===== config.mk =====
export PLATFORM = sky130hd
export DESIGN_NAME = cop_seq_flat
export DESIGN_NICKNAME = d
export VERILOG_FILES = /design/src/rtl/cop_seq_if.sv /design/src/rtl/cop_seq.sv /design/src/flat_wrapper.sv
export SDC_FILE = /design/constraint.sdc
export NUM_CORES = 1
export LEC_CHECK = 0
export ABC_AREA = 1
export CAP_MARGIN = 20
export CORE_ASPECT_RATIO = 0.5
export CORE_MARGIN = 10
export CORE_UTILIZATION = 45
export CTS_CLUSTER_SIZE = 14
export DETAILED_ROUTE_END_ITERATION = 6
export GPL_TIMING_DRIVEN = 0
export PLACE_DENSITY_LB_ADDON = 0.15
export SYNTH_ARGS = -nofsm -noshare
export SYNTH_HDL_FRONTEND = slang
export SYNTH_SLANG_ARGS = --single-unit

===== constraint.sdc =====
create_clock -name clk -period 4.84 [get_ports clk]
set_input_delay 0.968 -clock clk [delete_from_list [all_inputs] [get_ports clk]]
set_output_delay 0.968 -clock clk [all_outputs]
set_load 0.005 [all_outputs]

===== src/rtl/cop_seq_if.sv =====
// rtl/cop_seq_if.sv - operand/result handshake bundle between sequencer and GCD/LCM coprocessor
//
// Purpose:
//   Groups the coprocessor-side handshake so the sequencer and the
//   coprocessor (or a testbench standing in for it) share one port.
//
// Signals:
//   cop_req   sequencer -> cop  operands valid
//   cop_op    sequencer -> cop  0 = GCD, 1 = LCM
//   cop_a     sequencer -> cop  operand A
//   cop_b     sequencer -> cop  operand B
//   cop_ack   cop -> sequencer  operands accepted
//   cop_done  cop -> sequencer  result valid, single-cycle pulse
//   cop_res   cop -> sequencer  result
//
// Modports:
//   master  sequencer side
//   slave   coprocessor side

interface cop_seq_if #(
  parameter int DATA_W = 8
) ();

  logic              cop_req;
  logic              cop_op;
  logic [DATA_W-1:0] cop_a;
  logic [DATA_W-1:0] cop_b;
  logic              cop_ack;
  logic              cop_done;
  logic [DATA_W-1:0] cop_res;

  modport master (
    output cop_req,
    output cop_op,
    output cop_a,
    output cop_b,
    input  cop_ack,
    input  cop_done,
    input  cop_res
  );

  modport slave (
    input  cop_req,
    input  cop_op,
    input  cop_a,
    input  cop_b,
    output cop_ack,
    output cop_done,
    output cop_res
  );

endinterface


===== src/rtl/cop_seq.sv =====
// rtl/cop_seq.sv - RV32 core to GCD/LCM coprocessor sequencer with stall, writeback and timeout
//
// Purpose:
//   Accepts a decoded coprocessor instruction, stalls the core while the
//   coprocessor runs, issues operands over a req/ack handshake, waits for
//   done and performs a one-cycle zero-extended register-file writeback.
//   A cycle counter aborts the operation (err, wb_data = 0) if the
//   coprocessor spends TIMEOUT_CYC cycles in ISSUE+WAIT without finishing.
//
// Optional feature (macro ZERO_BYPASS_EN):
//   When defined, a start with a zero operand skips the coprocessor and
//   writes back directly one cycle later (GCD -> the other operand,
//   LCM -> 0). When undefined, zero operands go through the coprocessor.
//
// Ports:
//   clk      in   clock, rising edge
//   reset    in   asynchronous active-low reset
//   start    in   coprocessor instruction in decode (held until core advances)
//   op       in   0 = GCD, 1 = LCM
//   opa/opb  in   operands
//   rd_in    in   destination register index
//   cop      if   coprocessor handshake (master modport)
//   stall    out  hold PC/instruction (combinational)
//   wb_en    out  register-file write strobe, one cycle
//   wb_rd    out  write index (latched rd)
//   wb_data  out  zero-extended result, holds until next capture
//   busy     out  sequencer not in IDLE
//   err      out  sticky timeout flag, cleared by the next accepted start

module cop_seq #(
  parameter int DATA_W      = 8,
  parameter int TIMEOUT_CYC = 255,
  parameter int TO_W        = 8
) (
  input  logic              clk,
  input  logic              reset,
  input  logic              start,
  input  logic              op,
  input  logic [DATA_W-1:0] opa,
  input  logic [DATA_W-1:0] opb,
  input  logic [4:0]        rd_in,
  cop_seq_if.master         cop,
  output logic              stall,
  output logic              wb_en,
  output logic [4:0]        wb_rd,
  output logic [31:0]       wb_data,
  output logic              busy,
  output logic              err
);

  typedef enum logic [1:0] {
    S_IDLE  = 2'd0,
    S_ISSUE = 2'd1,
    S_WAIT  = 2'd2,
    S_WB    = 2'd3
  } state_t;

  state_t            state_q, state_d;
  logic [TO_W-1:0]   cnt_q, cnt_d;
  logic              req_q, req_d;
  logic              op_q, op_d;
  logic [DATA_W-1:0] a_q, a_d;
  logic [DATA_W-1:0] b_q, b_d;
  logic              wb_en_q, wb_en_d;
  logic [4:0]        rd_q, rd_d;
  logic [31:0]       data_q, data_d;
  logic              err_q, err_d;
  logic              busy_q, busy_d;

  // cnt_q holds the number of ISSUE/WAIT cycles already completed, so
  // cnt_inc is the count including the current cycle; expiry fires in the
  // TIMEOUT_CYC-th cycle spent in ISSUE+WAIT.
  logic [TO_W-1:0]   cnt_inc;
  logic              expire;

`ifdef ZERO_BYPASS_EN
  logic              zero_opnd;
  logic [DATA_W-1:0] bypass_res;
`endif

  assign cnt_inc = cnt_q + TO_W'(1);
  assign expire  = (cnt_inc == TO_W'(TIMEOUT_CYC));

`ifdef ZERO_BYPASS_EN
  assign zero_opnd  = (opa == '0) || (opb == '0);
  // gcd(x,0) = x (and 0 when both are zero); lcm with a zero operand is 0.
  assign bypass_res = op ? '0 : ((opa == '0) ? opb : opa);
`endif

  always_comb begin
    state_d = state_q;
    cnt_d   = cnt_q;
    req_d   = req_q;
    op_d    = op_q;
    a_d     = a_q;
    b_d     = b_q;
    wb_en_d = 1'b0;
    rd_d    = rd_q;
    data_d  = data_q;
    err_d   = err_q;
    stall   = 1'b0;

    case (state_q)
      S_IDLE: begin
        // The core must not advance past the instruction in the very cycle
        // it is decoded, hence the combinational stall.
        stall = start;
        if (start) begin
          op_d  = op;
          a_d   = opa;
          b_d   = opb;
          rd_d  = rd_in;
          err_d = 1'b0;
          cnt_d = '0;
`ifdef ZERO_BYPASS_EN
          if (zero_opnd) begin
            data_d  = 32'(bypass_res);
            wb_en_d = 1'b1;
            state_d = S_WB;
          end else begin
            req_d   = 1'b1;
            state_d = S_ISSUE;
          end
`else
          req_d   = 1'b1;
          state_d = S_ISSUE;
`endif
        end
      end

      S_ISSUE: begin
        stall = 1'b1;
        cnt_d = cnt_inc;
        if (cop.cop_ack && cop.cop_done) begin
          data_d  = 32'(cop.cop_res);
          req_d   = 1'b0;
          wb_en_d = 1'b1;
          state_d = S_WB;
        end else if (expire) begin
          err_d   = 1'b1;
          data_d  = '0;
          req_d   = 1'b0;
          wb_en_d = 1'b1;
          state_d = S_WB;
        end else if (cop.cop_ack) begin
          req_d   = 1'b0;
          state_d = S_WAIT;
        end
      end

      S_WAIT: begin
        stall = 1'b1;
        cnt_d = cnt_inc;
        // done has priority over a timeout expiring in the same cycle.
        if (cop.cop_done) begin
          data_d  = 32'(cop.cop_res);
          wb_en_d = 1'b1;
          state_d = S_WB;
        end else if (expire) begin
          err_d   = 1'b1;
          data_d  = '0;
          wb_en_d = 1'b1;
          state_d = S_WB;
        end
      end

      S_WB: begin
        // start is still high here but belongs to the instruction being
        // retired; it is not a new request.
        stall   = 1'b0;
        state_d = S_IDLE;
      end

      default: begin
        state_d = S_IDLE;
      end
    endcase

    busy_d = (state_d != S_IDLE);
  end

  always_ff @(posedge clk or negedge reset) begin
    if (!reset) begin
      state_q <= S_IDLE;
      cnt_q   <= '0;
      req_q   <= 1'b0;
      op_q    <= 1'b0;
      a_q     <= '0;
      b_q     <= '0;
      wb_en_q <= 1'b0;
      rd_q    <= '0;
      data_q  <= '0;
      err_q   <= 1'b0;
      busy_q  <= 1'b0;
    end else begin
      state_q <= state_d;
      cnt_q   <= cnt_d;
      req_q   <= req_d;
      op_q    <= op_d;
      a_q     <= a_d;
      b_q     <= b_d;
      wb_en_q <= wb_en_d;
      rd_q    <= rd_d;
      data_q  <= data_d;
      err_q   <= err_d;
      busy_q  <= busy_d;
    end
  end

  assign cop.cop_req = req_q;
  assign cop.cop_op  = op_q;
  assign cop.cop_a   = a_q;
  assign cop.cop_b   = b_q;
  assign wb_en       = wb_en_q;
  assign wb_rd       = rd_q;
  assign wb_data     = data_q;
  assign err         = err_q;
  assign busy        = busy_q;

endmodule

===== src/flat_wrapper.sv =====
// flat-port wrapper written by rule: the top's interface ports become plain ports
module cop_seq_flat 
#(
  parameter int DATA_W      = 8,
  parameter int TIMEOUT_CYC = 255,
  parameter int TO_W        = 8
)
  (clk, reset, start, op, opa, opb, rd_in, stall, wb_en, wb_rd, wb_data, busy, err, cop_cop_req, cop_cop_op, cop_cop_a, cop_cop_b, cop_cop_ack, cop_cop_done, cop_cop_res);
  cop_seq_if #(.DATA_W(DATA_W)) cop_i ();
  input  logic clk;
  input  logic reset;
  input  logic start;
  input  logic op;
  input  logic [DATA_W-1:0] opa;
  input  logic [DATA_W-1:0] opb;
  input  logic [4:0] rd_in;
  output logic stall;
  output logic wb_en;
  output logic [4:0] wb_rd;
  output logic [31:0] wb_data;
  output logic busy;
  output logic err;
  output wire logic [$bits(cop_i.cop_req)-1:0] cop_cop_req;
  output wire logic [$bits(cop_i.cop_op)-1:0] cop_cop_op;
  output wire logic [$bits(cop_i.cop_a)-1:0] cop_cop_a;
  output wire logic [$bits(cop_i.cop_b)-1:0] cop_cop_b;
  input wire logic [$bits(cop_i.cop_ack)-1:0] cop_cop_ack;
  input wire logic [$bits(cop_i.cop_done)-1:0] cop_cop_done;
  input wire logic [$bits(cop_i.cop_res)-1:0] cop_cop_res;
  assign cop_cop_req = cop_i.cop_req;
  assign cop_cop_op = cop_i.cop_op;
  assign cop_cop_a = cop_i.cop_a;
  assign cop_cop_b = cop_i.cop_b;
  assign cop_i.cop_ack = cop_cop_ack;
  assign cop_i.cop_done = cop_cop_done;
  assign cop_i.cop_res = cop_cop_res;
  cop_seq #(.DATA_W(DATA_W), .TIMEOUT_CYC(TIMEOUT_CYC), .TO_W(TO_W)) u_core (.clk(clk), .reset(reset), .start(start), .op(op), .opa(opa), .opb(opb), .rd_in(rd_in), .cop(cop_i), .stall(stall), .wb_en(wb_en), .wb_rd(wb_rd), .wb_data(wb_data), .busy(busy), .err(err));
endmodule

==> flow_metrics.tcl <==
set metrics [dict create \
    numCtsBuffers 9 \
    synth_top_family_by_area "simple AND/OR/NAND/NOR gates" \
    overflow 0 \
    hold_class "reg -> reg" \
    die_height_um 78.9 \
    post-route-util_pct 67.1 \
    postCtsSetupBuffers 0 \
    tns_ns 0 \
    row_count 21 \
    portBuffers 93 \
    htreeDepth 3 \
    swShare_pct 34.6 \
    drt_iter0_drc 136 \
    ys_seq_area_share_pct 54.5 \
    grt_first_pass_wirelength_um 12600 \
    die_w_um 138 \
    cts_sinks 68 \
    initial_core_util_pct 46.6 \
    critPathKind "reg -> out" \
    synth.most_common_cell "nand2_1" \
    place.gp.congestion 0.839 \
    maxCapViolCount 0 \
    power.switching_mw 0.890 \
    timing.final.crit_share_pct 75.4 \
    yosysTopAreaCell "dfrtp_1" \
    synth_mux_area_share_pct 0 \
    ys.flop_type "dfrtp_1" \
    whs_ns 0.477 \
    finalHoldViolations 0 \
    setup.worst_path.end_class "primary output" \
    synth_area_leaders "dfrtp_1, nand2_1, inv_1" \
    grtUsageTotal_pct 14.7 \
    ys_types 20 \
    ant_nets 0 \
    cp_data_arrival_time_ns 2.68 \
    power_density_nw_per_um2 572 \
    wirelength_um 7750 \
    ir_drop_mv 0.342 \
    grt_setup_unrepaired "no" \
    syn_inst 392 \
    cts_resized 0 \
    antenna_found_initial 0 \
    drcViolationCount 0 \
    synth_compound_area_share_pct 7.93 \
    cp_data_required_time_ns 3.87 \
    dpl.hpwl_um 5520 \
    syn_area_um2 3120 \
    wire_per_inst_um 13.1 \
    synth_top_area_share_pct 54.5 \
    p_int_mw 1.68 \
    viasPerCell 4.60 \
    combPwrFrac_pct 39.5 \
    die_area_um2 10900 \
    grt_max_degree 69 \
    clkPwrFrac_pct 27.4 \
    first_global_vias 2584 \
    crit_path_start_kind "register" \
    dr.pass1.iters 5 \
    clock-skew-final_ns 0.00436 \
    worst-path-max-fanout 9 \
    clk_pin_slew_ns 0.05 \
    p_leak_nw 2.25 \
    power.sequential.fraction_pct 33.1 \
    finalSetupViolCount 0 \
    fmax_mhz 274 \
    n_antenna_cell 0 \
    worstSkewPairLatency_ns 0.33 \
    maxSlewHeadroom_pct 44.4 \
    finalCriticalPeriod_ns 3.65 \
    cts_tree "built" \
    ys_warn_count 0 \
    yosys.area_share.adder_pct 2.40 \
    nNetsFinal 537 \
    num_io_pins 94 \
    drive_gt1_share_pct 4.79 \
    vias 2729 \
    synth_nets 433 \
    status "completed" \
    core-area_um2 6700 \
    syn_to_final_growth_pct 43.9 \
    avgSynthCellArea_um2 7.97 \
    synthSimpleGateAreaFrac_pct 24.2 \
    async_reset_ff_share_pct 100 \
    synthXorXnorAreaFrac_pct 0 \
    holdBufCountCts 0 \
    cts_root_buffer "clkbuf_16" \
    synth-edff-count 0 \
    slew_violations 0 \
    synth.top_cells.by_count "nand2_1, inv_1, dfrtp_1" \
    clk_path_buf_depth 2 \
    worst_slew_pin_slew_ns 0.833 \
    synth-seq-cells 68 \
]
final timing paths:
path | from | to | slack (ns) | cells after the start
setup / recovery | u_core.state_q[0] | stall | 1.19 | 6
hold / removal | u_core.cop.cop_b[1] | u_core.cop.cop_b[1] | 0.48 | 2
setup reg to reg | u_core.state_q[0] | u_core.wb_data[5] | 2.63 | 9
hold reg to reg | u_core.cop.cop_b[1] | u_core.cop.cop_b[1] | 0.48 | 2
max in group asynchronous | reset | u_core.wb_data[14] | 3.56 | 1
min in group asynchronous | reset | u_core.wb_data[4] | 0.73 | 1
cells by family (layout without fill, tap and decap cells):
family	count (synthesis)	after routing
AO/OA/AOI/OAI	43	43
adder cells (fa/ha/maj)	6	6
buffers and inverters	84	193
flip-flops	68	68
AND/OR/NAND/NOR	191	191
final cells by class:
cell class	instances	area [µm²]
sequential	68	1700
timing repair buffer	93	928
clock inverter	6	87.6
fill	570	2210
tap	92	115
clock buffer	10	239
buffer	12	71.3
inverter	72	270
multi-input combinational	240	1080
stage by stage:
stage	power [mW]	instances	cell area, µm²	worst slack [ns]
detailed placement	1.89	577	4170	1.28
floorplan	1.41	392	3120	2.48
CTS	2.61	593	4490	1.17
finish	2.57	593	4490	1.19
global route	2.79	593	4490	0.956
global placement	1.87	577	4170	0.493
metal layers:
metal / vias to the layer above / wire [µm] / GRT usage, %
li1: 1392 / - / -
met1: 1267 / 3270 / 17.5
met2: 61 / 3860 / 23.5
met3: 9 / 494 / 4.96
met4: 0 / 123 / 7.14
met5: - / 0 / 0
sequential cells by signal (all words and copies together) (netlist names):
| register | flops |
|---|---|
| u_core.cop.cop_op | 1 |
| u_core.cnt_q | 8 |
| u_core.wb_data | 32 |
| u_core.err | 1 |
| u_core.cop.cop_req | 1 |
| u_core.busy | 1 |
| u_core.state_q | 2 |
| u_core.cop.cop_a | 8 |
| u_core.cop.cop_b | 8 |
| u_core.wb_rd | 5 |
| u_core.wb_en | 1 |
critical path: stages, from the launching register on:
cell	delay, ns
dfrtp_1	0.39
inv_1	0.11
ha_1	0.28
clkbuf_1	0.28
inv_1	0.16
o21ai_1	0.50
clkdlybuf4s50_1	0.62
power groups by stage:
| stage | sequential, mW | combinational [mW] | clock [mW] |
|---|---|---|---|
| after global placement | 0.854 | 1.01 | 0 |
| after global routing | 0.876 | 1.17 | 0.744 |
| after floorplan | 0.857 | 0.552 | 0 |
| final | 0.852 | 1.02 | 0.703 |
| after CTS | 0.852 | 1.04 | 0.719 |
| after detailed placement | 0.859 | 1.03 | 0 |
layout by cell type, fill, tap and decap left out:
cell / count
ha_1: 6
bufinv_16: 2
buf_6: 3
clkbuf_16: 9
clkinv_4: 2
nor2_1: 45
clkbuf_8: 1
o22a_1: 1
nand3_2: 2
a31oi_4: 1
o22ai_1: 4
clkbuf_1: 8
nand4_1: 2
o211ai_1: 1
o31ai_1: 1
buf_4: 2
dfrtp_1: 68
inv_1: 72
clkinv_2: 2
nand3_1: 18
nand2_1: 124
clkdlybuf4s50_1: 92
o21ai_1: 3
a21oi_1: 17
o21bai_1: 1
o21ai_0: 14
Power figures use the tool's default switching activity.
